### src/rtl/gh_pkg.sv
// Shared G-bus definitions used by busgh and its feeder.
// GH_GDELAY sets the minimum legal request spacing.
package gh_pkg;

  typedef enum logic {
    GH_IDLE = 1'b0,
    GH_GAP  = 1'b1
  } gh_state_e;

  localparam int GH_GDELAY      = 4;
  localparam int GH_MIN_SPACING = GH_GDELAY + 2;

endpackage

### src/rtl/gh_byte_fifo.sv
// Byte FIFO with registered level/full and synchronous flush.
// The level counter separates full from empty; pointers wrap freely.
module gh_byte_fifo
  import gh_pkg::*;
#(
  parameter int DEPTH = 16,
  parameter int LW    = $clog2(DEPTH) + 1
) (
  input  logic          clk,
  input  logic          rst,
  input  logic          i_flush,
  input  logic          i_push,
  input  logic          i_pop,
  input  logic [7:0]    i_data,
  output logic [7:0]    o_data,
  output logic          o_accept,
  output logic [LW-1:0] o_level,
  output logic [LW-1:0] o_level_nxt,
  output logic          o_full
);

  localparam int AW = $clog2(DEPTH);
  localparam logic [LW-1:0] L_FULL = LW'(DEPTH);

  logic [7:0]    r_mem [DEPTH];
  logic [AW-1:0] r_wptr;
  logic [AW-1:0] r_rptr;
  logic [LW-1:0] r_level;
  logic          r_full;

  logic          w_pop;
  logic          w_push;
  logic [LW-1:0] w_level_nxt;

  assign w_pop    = i_pop && (r_level != '0) && !i_flush;
  // A full FIFO still takes a byte when a pop frees a slot on the same edge.
  assign o_accept = i_push && (!r_full || w_pop);
  assign w_push   = o_accept && !i_flush;

  always_comb begin
    w_level_nxt = r_level;
    if (i_flush) begin
      w_level_nxt = '0;
    end else if (w_push && !w_pop) begin
      w_level_nxt = r_level + 1'b1;
    end else if (!w_push && w_pop) begin
      w_level_nxt = r_level - 1'b1;
    end
  end

  always_ff @(posedge clk or posedge rst) begin
    if (rst) begin
      r_wptr  <= '0;
      r_rptr  <= '0;
      r_level <= '0;
      r_full  <= 1'b0;
    end else begin
      r_level <= w_level_nxt;
      r_full  <= (w_level_nxt == L_FULL);
      if (i_flush) begin
        r_wptr <= '0;
        r_rptr <= '0;
      end else begin
        if (w_push) r_wptr <= r_wptr + 1'b1;
        if (w_pop)  r_rptr <= r_rptr + 1'b1;
      end
    end
  end

  always_ff @(posedge clk) begin
    if (w_push) r_mem[r_wptr] <= i_data;
  end

  assign o_data      = r_mem[r_rptr];
  assign o_level     = r_level;
  assign o_level_nxt = w_level_nxt;
  assign o_full      = r_full;

endmodule

### src/rtl/gh_feeder.sv
// Paced byte feeder for busgh: FIFO plus IDLE/GAP request FSM.
// Optional counters issued_cnt/dropped_cnt under GH_FEEDER_STATS_EN.
module gh_feeder
  import gh_pkg::*;
#(
  parameter int DEPTH   = 16,
  parameter int SPACING = 6,
  parameter int LW      = $clog2(DEPTH) + 1
) (
  input  logic          clk,
  input  logic          rst,
  input  logic          wr_en,
  input  logic [7:0]    wr_data,
  input  logic          flush,
  output logic          full,
  output logic [LW-1:0] level,
  output logic          overflow,
  output logic          busy,
`ifdef GH_FEEDER_STATS_EN
  output logic [15:0]   issued_cnt,
  output logic [7:0]    dropped_cnt,
`endif
  output logic          dsreq,
  output logic [7:0]    dsdata
);

  localparam logic [7:0] GAP_LOAD = 8'(SPACING - 1);

  gh_state_e     r_state;
  gh_state_e     w_state_nxt;
  logic [7:0]    r_gap;
  logic [7:0]    w_gap_nxt;
  logic          r_req;
  logic          w_req_nxt;
  logic [7:0]    r_data;
  logic          r_ovf;
  logic          r_busy;

  logic          w_pop;
  logic          w_accept;
  logic          w_drop;
  logic [7:0]    w_fifo_data;
  logic [LW-1:0] w_level;
  logic [LW-1:0] w_level_nxt;
  logic          w_full;

  assign w_pop  = (r_state == GH_IDLE) && (w_level != '0) && !flush;
  assign w_drop = wr_en && !w_accept && !flush;

  gh_byte_fifo #(
    .DEPTH (DEPTH),
    .LW    (LW)
  ) u_fifo (
    .clk         (clk),
    .rst         (rst),
    .i_flush     (flush),
    .i_push      (wr_en),
    .i_pop       (w_pop),
    .i_data      (wr_data),
    .o_data      (w_fifo_data),
    .o_accept    (w_accept),
    .o_level     (w_level),
    .o_level_nxt (w_level_nxt),
    .o_full      (w_full)
  );

  always_comb begin
    w_state_nxt = r_state;
    w_gap_nxt   = r_gap;
    w_req_nxt   = 1'b0;
    unique case (r_state)
      GH_IDLE: begin
        if (w_pop) begin
          w_state_nxt = GH_GAP;
          w_gap_nxt   = GAP_LOAD;
          w_req_nxt   = 1'b1;
        end
      end
      GH_GAP: begin
        w_gap_nxt = r_gap - 8'd1;
        if (r_gap <= 8'd1) begin
          w_state_nxt = GH_IDLE;
          w_gap_nxt   = 8'd0;
        end
      end
    endcase
    if (flush) begin
      w_state_nxt = GH_IDLE;
      w_gap_nxt   = 8'd0;
      w_req_nxt   = 1'b0;
    end
  end

  always_ff @(posedge clk or posedge rst) begin
    if (rst) begin
      r_state <= GH_IDLE;
      r_gap   <= 8'd0;
      r_req   <= 1'b0;
      r_data  <= 8'h00;
      r_ovf   <= 1'b0;
      r_busy  <= 1'b0;
    end else begin
      r_state <= w_state_nxt;
      r_gap   <= w_gap_nxt;
      r_req   <= w_req_nxt;
      r_busy  <= (w_level_nxt != '0) ||
                 (w_state_nxt == GH_GAP);
      if (w_pop) r_data <= w_fifo_data;
      if (flush) begin
        r_ovf <= 1'b0;
      end else if (w_drop) begin
        r_ovf <= 1'b1;
      end
    end
  end

`ifdef GH_FEEDER_STATS_EN
  logic [15:0] r_issued;
  logic [7:0]  r_dropped;

  always_ff @(posedge clk or posedge rst) begin
    if (rst) begin
      r_issued  <= 16'd0;
      r_dropped <= 8'd0;
    end else if (flush) begin
      r_issued  <= 16'd0;
      r_dropped <= 8'd0;
    end else begin
      if (w_pop) r_issued <= r_issued + 16'd1;
      if (w_drop && (r_dropped != 8'hFF)) begin
        r_dropped <= r_dropped + 8'd1;
      end
    end
  end

  assign issued_cnt  = r_issued;
  assign dropped_cnt = r_dropped;
`endif

  assign full     = w_full;
  assign level    = w_level;
  assign overflow = r_ovf;
  assign busy     = r_busy;
  assign dsreq    = r_req;
  assign dsdata   = r_data;

endmodule
### config.mk
export PLATFORM = sky130hd
export DESIGN_NAME = gh_feeder
export DESIGN_NICKNAME = d
export VERILOG_FILES = /design/src/rtl/gh_pkg.sv /design/src/rtl/gh_byte_fifo.sv /design/src/rtl/gh_feeder.sv
export SDC_FILE = /design/constraint.sdc
export NUM_CORES = 1
export LEC_CHECK = 0
export CORE_ASPECT_RATIO = 0.5
export CORE_MARGIN = 5
export CORE_UTILIZATION = 50
export CTS_CLUSTER_DIAMETER = 50
export CTS_CLUSTER_SIZE = 8
export DETAILED_ROUTE_END_ITERATION = 10
export PLACE_DENSITY = 0.68
export SLEW_MARGIN = 5
export SYNTH_ARGS = -nofsm -noshare
export SYNTH_HDL_FRONTEND = slang
export SYNTH_SLANG_ARGS = --single-unit
export TNS_END_PERCENT = 10
### constraint.sdc
create_clock -name clk -period 2.88 [get_ports clk]
set_input_delay 0.576 -clock clk [delete_from_list [all_inputs] [get_ports clk]]
set_output_delay 0.576 -clock clk [all_outputs]
set_load 0.02 [all_outputs]
# Yosys cells after proc, flatten, opt, wreduce, memory -nomap -nowiden
# Memories as Yosys holds them, arrays and structs flattened. A register that Yosys moved wholly into a read port is not among the register bits.
# Index checks and enable logic that the tools add are counted.
dict set report totals {
  regBits 26
  ramBits 128
  in_bits 12
  output_inout_bits 17
  elab_cells 62
  memories 1
}
# memory depth width rd rd_ports_with_merged_regs write_ports line_no
set mem_list {}
lappend mem_list {u_fifo.r_mem 16 8 1 1 1 gh_byte_fifo.sv:25} ;# logic [7:0] r_mem [DEPTH];
dict set report op_classes {
  addsub 5
  order_cmp 1
  eq_ne 2
  muxes 21
  bitwise 1
  reduce_logical 22
}
# op n
set op_table {}
lappend op_table {{2-to-1 mux 8 bit} 3}
lappend op_table {{2-to-1 mux 4 bit} 4}
lappend op_table {{case mux 8 bit (2 select lines)} 1}
lappend op_table {{2-to-1 mux 5 bit} 3}
lappend op_table {{logical AND 1 bit} 10}
lappend op_table {{nonzero test 5 bit} 2}
lappend op_table {{2-to-1 mux 1 bit} 9}
lappend op_table {{adder 4 x 1 -> 4 bit, second input constant} 2}
lappend op_table {{less-or-equal comparator 8 x 1 -> 1 bit, second input constant} 1}
lappend op_table {{subtractor 8 x 1 -> 8 bit, second input constant} 1}
lappend op_table {{nonzero test 2 bit} 3}
lappend op_table {{adder 5 x 1 -> 5 bit, second input constant} 1}
lappend op_table {{== test 5 bit, second input constant} 1}
lappend op_table {{logical NOT 1 bit} 5}
lappend op_table {{subtractor 5 x 1 -> 5 bit, second input constant} 1}
lappend op_table {{!= test 3 x 2 -> 1 bit, second input constant} 1}
lappend op_table {{logical OR 1 bit} 2}
lappend op_table {{case mux 1 bit (2 select lines)} 1}
lappend op_table {{NOT 1 bit} 1}

# Depth between registers and ports, before layout
# Gate-level depths: netlist of run 1.
dict set report depth {
  ltp_word 15
  depth_mapped 9
  mapped_depth_nobuf 8
}

# Cells and area by module
# A second synthesis of run 1 with hierarchy kept.
dict set report hier_totals {
  hier_cells 384
  hier_area_um2 7009.2
}
# mod n_inst cells_per_inst area_each_um2 seq_area_each_um2
set modules_own_cells {}
lappend modules_own_cells {gh_byte_fifo 1 297 5968.2 4194.0}
lappend modules_own_cells {gh_feeder 1 87 1041.0 500.5}

# Worst setup path after synthesis of run 1
# OpenSTA, ideal clock, no wires.
dict set report synth_timing {
  path_kind {reg2reg}
  start {register u_fifo.r_level[1], in the netlist u_fifo.o_level[1]}
  end {memory u_fifo.r_mem[0][0], enable pin}
  setup_ns 0.383
  arrival_ns 2.398
  required_time_ns 2.497
  setup_slack_ns 0.099
  stages_incl_launch_ff 8
  n_path_buf 0
  period_less_slack_ns 2.781
  path_cell_list {dfrtp_1 > inv_1 > ha_1 > nor4b_1 > o21ai_0 > and3b_1 > nand2_1 > nor3_1}
}
dict set report synth_between {
  elab_chain_len 10
}
# element line_no
set synth_rtl {}
lappend synth_rtl {{from (decl)} gh_byte_fifo.sv:28} ;# logic [LW-1:0] r_level;
lappend synth_rtl {{from (signal assigned)} gh_byte_fifo.sv:58} ;# r_level <= w_level_nxt;
lappend synth_rtl {{nonzero test 5 bit *} {gh_byte_fifo.sv:35, gh_feeder.sv:47}}
lappend synth_rtl {{logical AND 1 bit (2 in a row)} gh_feeder.sv:47} ;# assign w_pop = (r_state == GH_IDLE) && (w_level != '0) && !flush;
lappend synth_rtl {{logical AND 1 bit * (2 in a row)} gh_byte_fifo.sv:35} ;# assign w_pop = i_pop && (r_level != '0) && !i_flush;
lappend synth_rtl {{logical OR 1 bit *} gh_byte_fifo.sv:37} ;# assign o_accept = i_push && (!r_full || w_pop);
lappend synth_rtl {{logical AND 1 bit *} gh_byte_fifo.sv:37}
lappend synth_rtl {{logical AND 1 bit *} gh_byte_fifo.sv:38} ;# assign w_push = o_accept && !i_flush;
lappend synth_rtl {{2-to-1 mux 1 bit *} gh_byte_fifo.sv:71} ;# if (w_push) r_mem[r_wptr] <= i_data;
lappend synth_rtl {{2-to-1 mux 1 bit (implied by the code) *} gh_byte_fifo.sv:71}
lappend synth_rtl {{to (decl)} gh_byte_fifo.sv:25}
# Every way passes the cells marked *; elsewhere a longest branch is shown, timed or not.

# Worst setup path in the final report of run 1
dict set report layout_timing {
  start {register u_fifo.r_level[1], in the netlist u_fifo.o_level[1]}
  end {register r_busy, in the netlist busy}
}
dict set report layout_between {
  elab_chain_len 15
  word_cells_on_any_way 22
  cone_classes {add/sub (2); mux (6); reduce/logical (14)}
}
# element line_no
set layout_rtl {}
lappend layout_rtl {{nonzero test 5 bit} {gh_byte_fifo.sv:35, gh_feeder.sv:47}}
lappend layout_rtl {{logical AND 1 bit (2 in a row)} gh_feeder.sv:47}
lappend layout_rtl {{logical AND 1 bit (2 in a row)} gh_byte_fifo.sv:35}
lappend layout_rtl {{logical OR 1 bit} gh_byte_fifo.sv:37}
lappend layout_rtl {{logical AND 1 bit} gh_byte_fifo.sv:37}
lappend layout_rtl {{logical AND 1 bit} gh_byte_fifo.sv:38}
lappend layout_rtl {{logical NOT 1 bit} gh_byte_fifo.sv:46} ;# end else if (!w_push && w_pop) begin
lappend layout_rtl {{logical AND 1 bit} gh_byte_fifo.sv:46}
lappend layout_rtl {{2-to-1 mux 5 bit} gh_byte_fifo.sv:46}
lappend layout_rtl {{2-to-1 mux 5 bit *} gh_byte_fifo.sv:44} ;# end else if (w_push && !w_pop) begin
lappend layout_rtl {{2-to-1 mux 5 bit *} gh_byte_fifo.sv:42} ;# if (i_flush) begin
lappend layout_rtl {{via u_fifo.o_level_nxt[4]} gh_byte_fifo.sv:18} ;# output logic [LW-1:0] o_level_nxt,
lappend layout_rtl {{nonzero test 5 bit *} gh_feeder.sv:106} ;# r_busy <= (w_level_nxt != '0) ||
lappend layout_rtl {{logical OR 1 bit *} gh_feeder.sv:106}
lappend layout_rtl {{to (signal assigned)} gh_feeder.sv:106}
lappend layout_rtl {{to (decl)} gh_feeder.sv:37} ;# logic r_busy;
# The timed path passes the listed nets; every way through them passes the cells marked *.
# A chain may end at the register's enable or synchronous reset.

==> results of run 1 <==
-- cell families after synthesis --
family	share of synthesized area
flops	0.6986
simple gates	0.06256
compound gates	0.05772
mux	0.1333
buf+inv	0.01880
fa+ha+maj	0.01862
xor+xnor	0.01043
-- area by class of cell --
cell class	count	area share
clock inverter	15	0.02112
sequential	162	0.5870
multi-input combinational	204	0.2374
inverter	9	0.004223
tap	170	0.02659
clock buffer	17	0.05318
timing repair buffer	64	0.07039
-- power by group through the flow --
stage / logic, mW / registers (mW) / clock network (mW)
finish: 1.73 / 2.89 / 2.19
global placement: 1.68 / 2.92 / 0
floorplan: 1.09 / 2.95 / 0
global route: 1.87 / 2.92 / 2.33
detailed placement: 1.73 / 2.93 / 0
CTS: 1.74 / 2.89 / 2.22
-- flip-flops by register name, indices dropped and copies added (netlist names) --
| signal | count |
|---|---|
| busy | 1 |
| dsdata | 8 |
| dsreq | 1 |
| overflow | 1 |
| r_gap | 8 |
| r_state | 1 |
| u_fifo.o_full | 1 |
| u_fifo.o_level | 5 |
| u_fifo.r_mem | 128 |
| u_fifo.r_rptr | 4 |
| u_fifo.r_wptr | 4 |
-- metal layers --
metal | global-route usage | wire length [um] | vias to the layer above
met5 | 0 | 0 | -
met4 | 0.04411 | 141 | 0
met3 | 0.05177 | 694 | 15
met2 | 0.3055 | 6882 | 107
met1 | 0.2463 | 6217 | 1936
li1 | - | - | 1682
-- per-stage QoR --
| step | total power [mW] | setup TNS, ns | hold slack, ns | cells |
|---|---|---|---|---|
| global placement | 4.600 | -0.008005 | 0.4667 | 609 |
| CTS | 6.849 | 0 | 0.4870 | 641 |
| global route | 7.121 | 0 | 0.5058 | 641 |
| finish | 6.807 | 0 | 0.4828 | 641 |
| floorplan | 4.040 | 0 | 0.4442 | 397 |
| detailed placement | 4.660 | -0.5148 | 0.4688 | 609 |
-- synthesized netlist by cell type, types with 2 or more instances --
cell | instances | area [um2]
a211oi_1 | 2 | 15.01
a21o_1 | 9 | 67.56
a21oi_1 | 6 | 30.03
a221oi_1 | 2 | 17.52
a31oi_1 | 3 | 18.77
and3_1 | 2 | 12.51
and3b_1 | 2 | 17.52
buf_2 | 2 | 10.01
buf_4 | 2 | 15.01
clkbuf_1 | 17 | 63.81
dfrtp_1 | 34 | 850.8
edfxtp_1 | 128 | 3844
ha_1 | 10 | 125.1
inv_1 | 9 | 33.78
mux2i_1 | 16 | 160.2
mux4_2 | 32 | 720.7
nand2_1 | 14 | 52.55
nand2b_1 | 3 | 18.77
nand3_1 | 4 | 20.02
nand4_1 | 2 | 12.51
nor2_1 | 29 | 108.9
nor2b_1 | 3 | 18.77
nor3_1 | 7 | 35.03
nor4_1 | 3 | 18.77
o21ai_0 | 13 | 65.06
o22ai_1 | 9 | 56.30
o41ai_1 | 2 | 17.52
or2_2 | 2 | 12.51
or3_1 | 3 | 18.77
or4b_1 | 2 | 20.02
xnor2_1 | 3 | 26.28
xor2_1 | 5 | 43.79
-- path summary, 6_finish.rpt --
| check | end | slack [ns] | cells after the start |
|---|---|---|---|
| max in group asynchronous | dsdata[4]$_DFFE_PP0N_ | 1.54 | 3 |
| worst max-delay path | busy$_DFF_PP0_ | 0.18 | 7 |
| worst min register to register | dsdata[7]$_DFFE_PP0N_ | 0.48 | 1 |
| worst min-delay path | dsdata[7]$_DFFE_PP0N_ | 0.48 | 1 |
| worst max register to register | busy$_DFF_PP0_ | 0.18 | 7 |
| min in group asynchronous | r_gap[0]$_DFFE_PP0P_ | 0.63 | 2 |
==> metrics.md, run 1 <==
| Metric | Value |
|---|---|
| GRT Overall Usage | 0.1843 |
| Critical-path maximum fanout | 8 |
| Fraction of the cycle the final worst path needs | 0.9359 |
| Crit. End Element | flip-flop |
| Post-synth cell types | 49 |
| Switching power summed over all nets | 2.118 mW |
| Routed wirelength normalized by instance count | 21.74 um |
| Max-slew headroom | 0.4194 |
| Maximum number of pins on one net before global-route repair | 36 |
| Power share of the clock group | 0.322 |
| CTS H-Tree Depth | 4 |
| # Post-CTS Setup Buffers | 0 |
| Root Buffer | clkbuf_16 |
| Count of hold-fix buffers inserted at cts | 0 |
| Antenna-violating nets left | 0 |
| Clock tree from TritonCTS | built |
| Pwr dens | 851.0 mW/mm2 |
| Initial DRC Count | 349 |
| Register bit total from synthesis | 162 |
| Number of detailed-routing iterations run before antenna repair | 5 |
| Time the worst path needs with I/O delays and setup | 2.695 ns |
| Library cell contributing the largest single delay on the critical path | or4b_4 |
| First-pass GRT wire length | 22,210 um |
| Area of the placeable core | 0.01292 mm2 |
| Worst Tran Pin Value | 0.8709 ns |
| Via count of the first global-routing pass | 3,947 |
| Crit path buffers/inverters | 1 |
| Number of instances resized during post-cts repair | 0 |
| Input/output buffers | 28 |
| Number of instances in the synthesized netlist | 397 |
| Count of maximum capacitance violations | 0 |
| Final setup fails | 0 |
| Critical path cell sequence | inv_1 > ha_1 > or4b_4 > a2111oi_4 > a31oi_1 > mux2_4 > or4b_1 |
| CP Class | flip-flop to flip-flop |
| Unrepaired setup endpoints after global routing | no |
| Post-route clock skew | 0.007138 ns |
| Tightest Hold Check Type | flip-flop to flip-flop |
| Count of filler cells inserted in the layout | 884 |
| Final Hold Violating Endpoints | 0 |
| Worst slack after detailed placement | -0.08942 ns |
| Internal Dissipation | 4.689 mW |
| Area Growth Syn to Fin | 19.03% |
| NumNets Final | 480 |
| Number of synthesized flops with an enable pin | 128 |
| Vias per inst | 5.835 |
| Leftover overflow at the end of global routing | 0 |
| Effective utilization at floorplan | 0.5202 |
| Die area | 0.01600 mm2 |
| Cell row count | 29 |
| Final setup margin | 0.1845 ns |
| DR vias | 3,740 |
| Crit Reg-Reg Startpoint | u_fifo.o_level[1]$_DFF_PP0_ |
| Max-slew violation count | 0 |
| Routability cong. | 0.8760 |
| Die width | 174.0 um |
| Timing-limited maximum frequency | 371.0 MHz |
| Total I/O pin count | 29 |
| Placed wire-length estimate | 9284 um |
| Share of synthesized flip-flops with an asynchronous set or reset | 0.2099 |
| Worst path arrival time | 2.99 ns |
| Type of element launching the critical path | flip-flop |
| Sw Share | 0.3111 |
| Outcome | complete, no violations |
| Leakage power of the design | 2.829 nW |
| DRC violations left | 0 |
| Number of diodes | 0 |
| Dominant synthesized flop cell | edfxtp_1 |
| Total placed instance area | 0.007405 mm2 |
| Sequential cell area | 0.004696 mm2 |
| Clock Latency Late Sink | 0.42 ns |
| Final Routed Wirelength | 13,940 um |
| End-of-flow core utilization | 0.6192 |
| Crit path largest cell delay | 0.50 ns |
| Netlist Area Pre-Place | 0.006720 mm2 |
| Commonest non-fill, non-tap cells in the layout | 128 x edfxtp_1, 35 x buf_4, 33 x dfrtp_1 |
| Commonest non-fill, non-tap cell in the layout | edfxtp_1 |
| Largest delay contributor family on the critical path | simple AND/OR/NAND/NOR gates |
| Clk pin slew, worst setup/hold paths | 0.07 ns |
| Power share of the combinational group | 0.254 |
| Initial antenna violation count | 0 |
| Required time at the endpoint of the critical path | 3.17 ns |
| Final Cell Area | 0.007999 mm2 |
| Critical Path Start | u_fifo.o_level[1]$_DFF_PP0_ |
| Multi-input gate area in the final layout | 0.001899 mm2 |
| Number of warnings issued by yosys | 0 |
| Share of post-route cells with drive strength above 1 | 0.2272 |
| Clk sink count | 162 |
| Chip height | 91.98 um |
| Sequential share of power | 0.424 |
| Peak ir drop on the vdd network | 469.2 uV |
| Maximum root-to-sink buffer count | 2 |
| Startpoint of the most critical hold path | dsdata[7]$_DFFE_PP0N_ |
| Net count after synthesis | 419 |
| Synthesized area per cell | 16.93 um2 |
| Fraction of the yosys area taken by sequential cells | 0.6986 |
| Number of clock buffers inserted by TritonCTS | 17 |
(Power assumes the default switching activity.)
==> run 2, diff against run 1 <==
--- a/config.mk
+++ b/config.mk
@@ -5,13 +5,16 @@
 export SDC_FILE = /design/constraint.sdc
 export NUM_CORES = 1
 export LEC_CHECK = 0
+export CELL_PAD_IN_SITES_DETAIL_PLACEMENT = 1
+export CELL_PAD_IN_SITES_GLOBAL_PLACEMENT = 1
 export CORE_ASPECT_RATIO = 0.5
 export CORE_MARGIN = 5
 export CORE_UTILIZATION = 50
+export CTS_BUF_LIST = sky130_fd_sc_hd__clkbuf_4 sky130_fd_sc_hd__clkbuf_8 sky130_fd_sc_hd__clkbuf_16
 export CTS_CLUSTER_DIAMETER = 50
 export CTS_CLUSTER_SIZE = 8
 export DETAILED_ROUTE_END_ITERATION = 10
-export PLACE_DENSITY = 0.68
+export PLACE_DENSITY_LB_ADDON = 0.1
 export SLEW_MARGIN = 5
 export SYNTH_ARGS = -nofsm -noshare
 export SYNTH_HDL_FRONTEND = slang
==> constraint.sdc (replaced) <==
create_clock -name clk -period 3.11 [get_ports clk]
set_input_delay 0.622 -clock clk [delete_from_list [all_inputs] [get_ports clk]]
set_output_delay 0.622 -clock clk [all_outputs]
set_load 0.02 [all_outputs]
==> run 2 against run 1 <==
Critical path depth unchanged. Global-route usage is 2.4 points higher. Sequential share of layout area increased by 0.20 points. Routed wire length up 12%. Non-clock buffer count down 9. Core utilization decreased by 0.21 points. Fmax down 5.0%. Sequential power shrank 6.9%. Combinational power fell by 9%. Clock power is 5% higher. Sequential cell count unchanged. Hold slack gained 0.0010 ns.
==> metrics.md, run 2 (synthesis results as in run 1) <==
| Metric | Value |
|---|---|
| Commonest non-fill, non-tap cell in the layout | edfxtp_1 (unchanged) |
| Leakage power of the design | 2.812 nW (was 2.829 nW) |
| Antenna-violating nets left | 0 (unchanged) |
| Input/output buffers | 28 (unchanged) |
| Crit path buffers/inverters | 1 (unchanged) |
| Initial DRC Count | 365 (was 349) |
| Via count of the first global-routing pass | 4,200 (was 3,947) |
| Area of the placeable core | 0.01292 mm2 (unchanged) |
| Final setup fails | 0 (unchanged) |
| Total placed instance area | 0.007325 mm2 (was 0.007405 mm2) |
| Register-to-Register Setup Slack | 0.27 ns (was 0.18 ns) |
| Flip-flop count of the largest register after layout | 128 (unchanged) |
| Critical path cell sequence | inv_1 > ha_1 > or4b_1 > a32oi_1 > a221oi_1 > nor4_1 > or4b_1 (was inv_1 > ha_1 > or4b_4 > a2111oi_4 > a31oi_1 > mux2_4 > or4b_1) |
| Effective utilization at floorplan | 0.5202 (unchanged) |
| Share of post-route cells with drive strength above 1 | 0.2121 (was 0.2272) |
| Clk pin slew, worst setup/hold paths | 0.07 ns (about the same) |
| Count of hold-fix buffers inserted at cts | 0 (unchanged) |
| Final Cell Area | 0.007971 mm2 (was 0.007999 mm2) |
| R2r endpoint | busy$_DFF_PP0_ (unchanged) |
| Routability cong. | 0.8030 (was 0.8760) |
| Final Hold Violating Endpoints | 0 (unchanged) |
| Vias per inst | 6.003 (was 5.835) |
| Total I/O pin count | 29 (unchanged) |
| Critical-path maximum fanout | 8 (unchanged) |
| Crit path largest cell delay | 0.63 ns (was 0.50 ns) |
| Library cell contributing the largest single delay on the critical path | or4b_1 (was or4b_4) |
| Area Growth Syn to Fin | 18.62% (was 19.03%) |
| Max-slew violation count | 0 (unchanged) |
| Clock tree from TritonCTS | built (unchanged) |
| Tightest Hold Check Type | flip-flop to flip-flop (unchanged) |
| Cell repeated most along the worst path | or4b_1 |
| Max-slew headroom | 0.4167 (was 0.4194) |
| Crit. End Element | flip-flop (unchanged) |
| CP Class | flip-flop to flip-flop (unchanged) |
| Chip height | 91.98 um (unchanged) |
| Die width | 174.0 um (unchanged) |
| DRC violations left | 0 (unchanged) |
| Type of element launching the critical path | flip-flop (unchanged) |
| Logic depth of the worst setup path including buffers | 7 (unchanged) |
| Power share of the combinational group | 0.241 (was 0.254) |
| Biggest register | u_fifo.r_mem (unchanged) |
| Routed wirelength normalized by instance count | 24.71 um (was 21.74 um) |
| Number of detailed-routing iterations run before antenna repair | 4 (was 5) |
| NumNets Final | 471 (was 480) |
| Number of instances resized during post-cts repair | 0 (unchanged) |
| End-of-flow core utilization | 0.6171 (was 0.6192) |
| Number of clock buffers inserted by TritonCTS | 17 (unchanged) |
| Die area | 0.01600 mm2 (unchanged) |
| Final Routed Wirelength | 15,620 um (was 13,940 um) |
| Pwr dens | 822.2 mW/mm2 (was 851.0 mW/mm2) |
| Outcome | complete, no violations (unchanged) |
| CTS H-Tree Depth | 4 (unchanged) |
| Post-route clock skew | 0.008540 ns (was 0.007138 ns) |
| Initial antenna violation count | 0 (unchanged) |
| Total power after layout | 6.554 mW (was 6.807 mW) |
| # Post-CTS Setup Buffers | 0 (unchanged) |
| Hold Path Sink | dsdata[5]$_DFFE_PP0N_ (was dsdata[7]$_DFFE_PP0N_) |
| Cell row count | 29 (unchanged) |
| Largest delay contributor family on the critical path | simple AND/OR/NAND/NOR gates (unchanged) |
| Power share of the clock group | 0.349 (was 0.322) |
| Startpoint of the most critical hold path | dsdata[5]$_DFFE_PP0N_ (was dsdata[7]$_DFFE_PP0N_) |
| Unrepaired setup endpoints after global routing | no (unchanged) |
| Setup TNS Final | 0 ns (unchanged) |
| Fraction of the cycle the final worst path needs | 0.9122 (was 0.9359) |
| Sw Share | 0.2965 (was 0.3111) |
| Placed wire-length estimate | 10,480 um (was 9284 um) |
| DR vias | 3,794 (was 3,740) |
| Worst path arrival time | 3.12 ns (was 2.99 ns) |
| Commonest non-fill, non-tap cells in the layout | 128 x edfxtp_1, 33 x dfrtp_1, 32 x mux4_2 (was 128 x edfxtp_1, 35 x buf_4, 33 x dfrtp_1) |
| Maximum root-to-sink buffer count | 2 (unchanged) |
| Internal Dissipation | 4.611 mW (was 4.689 mW) |
| Worst Tran Pin Value | 0.8654 ns (was 0.8709 ns) |
| Count of maximum capacitance violations | 0 (unchanged) |
| Leftover overflow at the end of global routing | 0 (unchanged) |
| Number of cells traversed by the worst hold path | 1 (unchanged) |
| Number of diodes | 0 (unchanged) |
| Clock Latency Late Sink | 0.42 ns (about the same) |
| Maximum number of pins on one net before global-route repair | 36 (unchanged) |
| Root Buffer | clkbuf_16 (unchanged) |
| GRT Overall Usage | 0.2084 (was 0.1843) |
| Worst-case reg-to-reg path depth | 7 (unchanged) |
| Switching power summed over all nets | 1.943 mW (was 2.118 mW) |
| Final setup margin | 0.2731 ns (was 0.1845 ns) |
| Time the worst path needs with I/O delays and setup | 2.837 ns (was 2.695 ns) |
| Sequential share of power | 0.410 (was 0.424) |
| Peak ir drop on the vdd network | 343.9 uV (was 469.2 uV) |
| Timing-limited maximum frequency | 352.5 MHz (was 371.0 MHz) |
| Clk sink count | 162 (unchanged) |
| Required time at the endpoint of the critical path | 3.40 ns (was 3.17 ns) |
| Worst slack after detailed placement | 0.08243 ns (was -0.08942 ns) |
| First-pass GRT wire length | 24,960 um (was 22,210 um) |
| Crit Reg-Reg Startpoint | u_fifo.o_level[1]$_DFF_PP0_ (unchanged) |
==> run 2: cell count changes in the layout (fill, tap and decap cells not counted), sizes merged <==
cell | previous run | this run
buf | 36 | 27
clkinv | 7 | 2
bufinv | 0 | 4
clkbuf | 17 | 18
clkinvlp | 2 | 1
inv | 15 | 16
==> run 2: layout make-up <==
class,count,area (um2)
sequential,162,4696
multi-input combinational,204,1899
fill,1148,4946
tap,170,212.7
timing repair buffer,55,483.0
clock inverter,14,214.0
inverter,9,33.78
clock buffer,18,432.9
==> run 2: worst max-delay path by stage <==
stage / slack (ns) / endpoint / startpoint
detailed placement: 0.08 / u_fifo.r_mem[2][3]$_DFFE_PP_ / flush
finish: 0.27 / busy$_DFF_PP0_ / u_fifo.o_level[1]$_DFF_PP0_
global placement: 0.11 / busy$_DFF_PP0_ / wr_en
floorplan: 0.33 / u_fifo.r_mem[0][0]$_DFFE_PP_ / u_fifo.o_level[1]$_DFF_PP0_
CTS: 0.29 / busy$_DFF_PP0_ / u_fifo.o_level[1]$_DFF_PP0_
global route: 0.10 / busy$_DFF_PP0_ / u_fifo.o_level[1]$_DFF_PP0_
==> run 2: per-stage QoR <==
stage               hold slack [ns]  cells
floorplan                    0.4442    397
global placement             0.4605    600
detailed placement           0.4742    600
CTS                          0.4886    632
global route                 0.5081    632
finish                       0.4838    632
==> run 2: power groups by stage <==
| stage | Combinational, mW | Sequential, mW | Clock [mW] |
|---|---|---|---|
| after CTS | 1.59 | 2.69 | 2.34 |
| after global routing | 1.71 | 2.71 | 2.46 |
| after detailed placement | 1.58 | 2.74 | 0 |
| after global placement | 1.52 | 2.72 | 0 |
| final | 1.58 | 2.69 | 2.29 |
| after floorplan | 1.01 | 2.73 | 0 |
==> run 2: metal layers <==
metal | global-route usage | wire, um | vias to the layer above
li1 | - | - | 1666
met4 | 0.05201 | 108 | 0
met1 | 0.2983 | 6961 | 2012
met3 | 0.04191 | 806 | 14
met5 | 0 | 0 | -
met2 | 0.3341 | 7739 | 102
==> run 3, diff against run 2 <==
--- a/config.mk
+++ b/config.mk
@@ -5,6 +5,7 @@
 export SDC_FILE = /design/constraint.sdc
 export NUM_CORES = 1
 export LEC_CHECK = 0
+export ABC_AREA = 1
 export CELL_PAD_IN_SITES_DETAIL_PLACEMENT = 1
 export CELL_PAD_IN_SITES_GLOBAL_PLACEMENT = 1
 export CORE_ASPECT_RATIO = 0.5
@@ -14,7 +15,9 @@
 export CTS_CLUSTER_DIAMETER = 50
 export CTS_CLUSTER_SIZE = 8
 export DETAILED_ROUTE_END_ITERATION = 10
+export MAX_ROUTING_LAYER = met4
 export PLACE_DENSITY_LB_ADDON = 0.1
+export SETUP_SLACK_MARGIN = 0.3
 export SLEW_MARGIN = 5
 export SYNTH_ARGS = -nofsm -noshare
 export SYNTH_HDL_FRONTEND = slang
==> run 3 against run 2 <==
Via count increased by 33%. First-iteration DRC count grew 39%. Hold slack better by 0.012 ns. Non-clock buffer count shrank 1. Critical path depth increased by 2. Combinational power rose by 24%. Fmax grew 13%. Clock skew is 0.0032 ns higher. Sequential share of layout area decreased by 1.7 points. Cell count is 36% higher. Routed wire length is 30% higher. Sequential cell count stayed put. Critical endpoint is now u_fifo.r_mem[6][5]$_DFFE_PP_.
==> metrics.md, run 3 <==
| Metric | Value |
|---|---|
| Number of instances resized during post-cts repair | 0 (unchanged) |
| Minimum hold slack | 0.4954 ns (was 0.4838 ns) |
| Commonest non-fill, non-tap cell in the layout | edfxtp_1 (unchanged) |
| CTS H-Tree Depth | 4 (unchanged) |
| Root Buffer | clkbuf_16 (unchanged) |
| Most numerous cell types in the synthesized netlist | 128 x edfxtp_1, 117 x nor2_1, 76 x o21ai_0 (was 128 x edfxtp_1, 34 x dfrtp_1, 32 x mux4_2) |
| Setup TNS Final | 0 ns (unchanged) |
| Leftover overflow at the end of global routing | 0 (unchanged) |
| Chip height | 93.72 um (was 91.98 um) |
| Die width | 177.4 um (was 174.0 um) |
| Flip-flop count of the largest register after layout | 128 (unchanged) |
| Initial antenna violation count | 0 (unchanged) |
| Via count of the first global-routing pass | 5,210 (was 4,200) |
| Maximum number of pins on one net before global-route repair | 69 (was 36) |
| Cell type with the highest aggregate area in the netlist | edfxtp_1 (unchanged) |
| Clk sink count | 162 (unchanged) |
| Initial DRC Count | 509 (was 365) |
| Register-to-Register Setup Slack | 0.62 ns (was 0.27 ns) |
| Area of the placeable core | 0.01363 mm2 (was 0.01292 mm2) |
| Clock tree from TritonCTS | built (unchanged) |
| Register bit total from synthesis | 162 (unchanged) |
| Number of synthesized flops with an enable pin | 128 (unchanged) |
| Number of warnings issued by yosys | 0 (unchanged) |
| Unrepaired setup endpoints after global routing | no (unchanged) |
| Effective utilization at floorplan | 0.5143 (was 0.5202) |
| Number of detailed-routing iterations run before antenna repair | 5 (was 4) |
| Area contributors post-synth | edfxtp_1 55%, dfrtp_1 12%, nor2_1 6.3% (was edfxtp_1 57%, dfrtp_1 13%, mux4_2 11%) |
| Cell row count | 30 (was 29) |
| Max-slew headroom | 0.3759 (was 0.4167) |
| Required time at the endpoint of the critical path | 3.25 ns (was 3.40 ns) |
| Startpoint of the most critical hold path | dsdata[5]$_DFFE_PP0N_ (unchanged) |
| Count leader, synth | edfxtp_1 (unchanged) |
| Crit. End Element | flip-flop (unchanged) |
| Routability cong. | 0.8238 (was 0.8030) |
| Share of Yosys cell area claimed by the top area cell type | 0.5485 (was 0.5720) |
| Type of element launching the critical path | primary input (was flip-flop) |
| Routed wirelength normalized by instance count | 23.72 um (was 24.71 um) |
| Total I/O pin count | 29 (unchanged) |
| Worst slack after detailed placement | 0.2888 ns (was 0.08243 ns) |
| GRT Overall Usage | 0.2660 (was 0.2084) |
| Timing-limited maximum frequency | 399.7 MHz (was 352.5 MHz) |
| Area Growth Syn to Fin | 17.10% (was 18.62%) |
| Vias per inst | 5.876 (was 6.003) |
| Critical-path maximum fanout | 10 (was 8) |
| CP Class | primary input to flip-flop (was flip-flop to flip-flop) |
| Clk pin slew, worst setup/hold paths | 0.07 ns (about the same) |
| Time the worst path needs with I/O delays and setup | 2.502 ns (was 2.837 ns) |
| Maximum root-to-sink buffer count | 2 (unchanged) |
| Net count after synthesis | 629 (was 419) |
| Biggest register | u_fifo.r_mem (unchanged) |
| Worst Tran Pin Value | 0.9333 ns (was 0.8654 ns) |
| Antenna-violating nets left | 0 (unchanged) |
| Input/output buffers | 28 (unchanged) |
| NumNets Final | 675 (was 471) |
| Peak ir drop on the vdd network | 405.2 uV (was 343.9 uV) |
| Crit Reg-Reg Startpoint | u_fifo.o_level[1]$_DFF_PP0_ (unchanged) |
| Fraction of the yosys area taken by sequential cells | 0.6699 (was 0.6986) |
| Commonest non-fill, non-tap cells in the layout | 128 x edfxtp_1, 117 x nor2_1, 76 x o21ai_0 (was 128 x edfxtp_1, 33 x dfrtp_1, 32 x mux4_2) |
| Critical Path Start | flush (was u_fifo.o_level[1]$_DFF_PP0_) |
| Tightest Hold Check Type | flip-flop to flip-flop (unchanged) |
| Number of diodes | 0 (unchanged) |
| End-of-flow core utilization | 0.6023 (was 0.6171) |
| Crit path capture | u_fifo.r_mem[6][5]$_DFFE_PP_ (was busy$_DFF_PP0_) |
| Die area | 0.01663 mm2 (was 0.01600 mm2) |
| Number of clock buffers inserted by TritonCTS | 17 (unchanged) |
| R2r endpoint | u_fifo.r_mem[6][5]$_DFFE_PP_ (was busy$_DFF_PP0_) |
| Final Routed Wirelength | 20,350 um (was 15,620 um) |
| Share of synthesized flip-flops with an asynchronous set or reset | 0.2099 (unchanged) |
| Clock Latency Late Sink | 0.43 ns (was 0.42 ns) |
| Netlist Area Pre-Place | 0.007008 mm2 (was 0.006720 mm2) |
| Final Hold Violating Endpoints | 0 (unchanged) |
| DR vias | 5,042 (was 3,794) |
| DRC violations left | 0 (unchanged) |
| Number of instances in the synthesized netlist | 607 (was 397) |
| Final Cell Area | 0.008207 mm2 (was 0.007971 mm2) |
| Dominant synthesized flop cell | edfxtp_1 (unchanged) |
| Worst-case reg-to-reg path depth | 12 (was 7) |
| Pwr dens | 832.2 mW/mm2 (was 822.2 mW/mm2) |
| First-pass GRT wire length | 31,340 um (was 24,960 um) |
| # Post-CTS Setup Buffers | 0 (unchanged) |
| Outcome | complete, no violations (unchanged) |
| Final setup margin | 0.6082 ns (was 0.2731 ns) |
| Post-route clock skew | 0.01170 ns (was 0.008540 ns) |
| Placed wire-length estimate | 12,230 um (was 10,480 um) |
| Count of hold-fix buffers inserted at cts | 0 (unchanged) |
| Share of post-route cells with drive strength above 1 | 0.1276 (was 0.2121) |
| Leakage power of the design | 3.034 nW (was 2.812 nW) |
| Max-slew violation count | 0 (unchanged) |
| Worst path arrival time | 2.64 ns (was 3.12 ns) |
| Synthesized area per cell | 11.55 um2 (was 16.93 um2) |
| Count of maximum capacitance violations | 0 (unchanged) |
| Fraction of the cycle the final worst path needs | 0.8044 (was 0.9122) |
| Final setup fails | 0 (unchanged) |
| Total placed instance area | 0.007589 mm2 (was 0.007325 mm2) |
| Post-synth cell types | 41 (was 49) |
[run 3: changes by cell type in the layout (fill, tap and decap cells not counted), moves of 6 or more]
cell / before / now
a21o_1: 9 / 0
mux4_2: 32 / 0
o211ai_1: 0 / 32
mux2i_1: 16 / 0
o21ai_1: 0 / 6
inv_1: 9 / 33
nand3_1: 4 / 15
nor3_1: 7 / 13
nand2_1: 14 / 53
nor2_1: 29 / 117
o21ai_0: 13 / 76
[run 3: worst min-delay path by stage]
stage | to | cells past startpoint
after global placement | dsdata[2]$_DFFE_PP0N_ | 2
after detailed placement | dsdata[5]$_DFFE_PP0N_ | 2
final | dsdata[5]$_DFFE_PP0N_ | 2
after floorplan | r_gap[0]$_DFFE_PP0P_ | 1
after global routing | dsdata[5]$_DFFE_PP0N_ | 2
after CTS | dsdata[5]$_DFFE_PP0N_ | 2
[run 3: routing by layer]
metal,wire length (um),track usage,part of all wire
met1,8769,0.3429,0.43
met2,9888,0.4231,0.49
met3,1266,0.06031,0.062
met4,428,0.09003,0.021
met5,0,-,0
[run 3: layout make-up]
class                           instances  area (um2)
Inverter                               40       156.4
Timing Repair Buffer                   54       475.5
Fill cell                            1412        5419
Sequential cell                       162        4697
Clock buffer                           17       425.4
Clock inverter                         15       192.7
Tap cell                              192       240.2
Multi-Input combinational cell        378        2019
[run 3: cells by family after synthesis]
logic type / Yosys count / share of synthesized area
adders and majority gates: 10 / 0.01785
and+or+nand+nor: 227 / 0.1503
DFF: 162 / 0.6699
AOI/OAI and AO/OA: 133 / 0.1100
xor gates and xnor gates: 8 / 0.009999
buffers and inverters: 67 / 0.04196
[run 3: through the flow]
stage,std cells,power (mW)
floorplan,607,3.924
global placement,826,4.537
detailed placement,826,4.598
CTS,858,6.864
global route,858,7.172
finish,858,6.829
[run 3: critical path, cell delays in order]
cell             delay [ns]
clkdlybuf4s50_1        0.52
nor2_8                 0.24
nand2_8                0.12
nand2_4                0.11
nand2_2                0.10
nor2_4                 0.17
nand2_1                0.21
nor2_1                 0.33
buf_4                  0.21
[run 3: power breakdown]
group | switching, mW | internal (mW)
registers | 0.136 | 2.49
clock network | 0.954 | 1.29
logic | 1.32 | 0.640
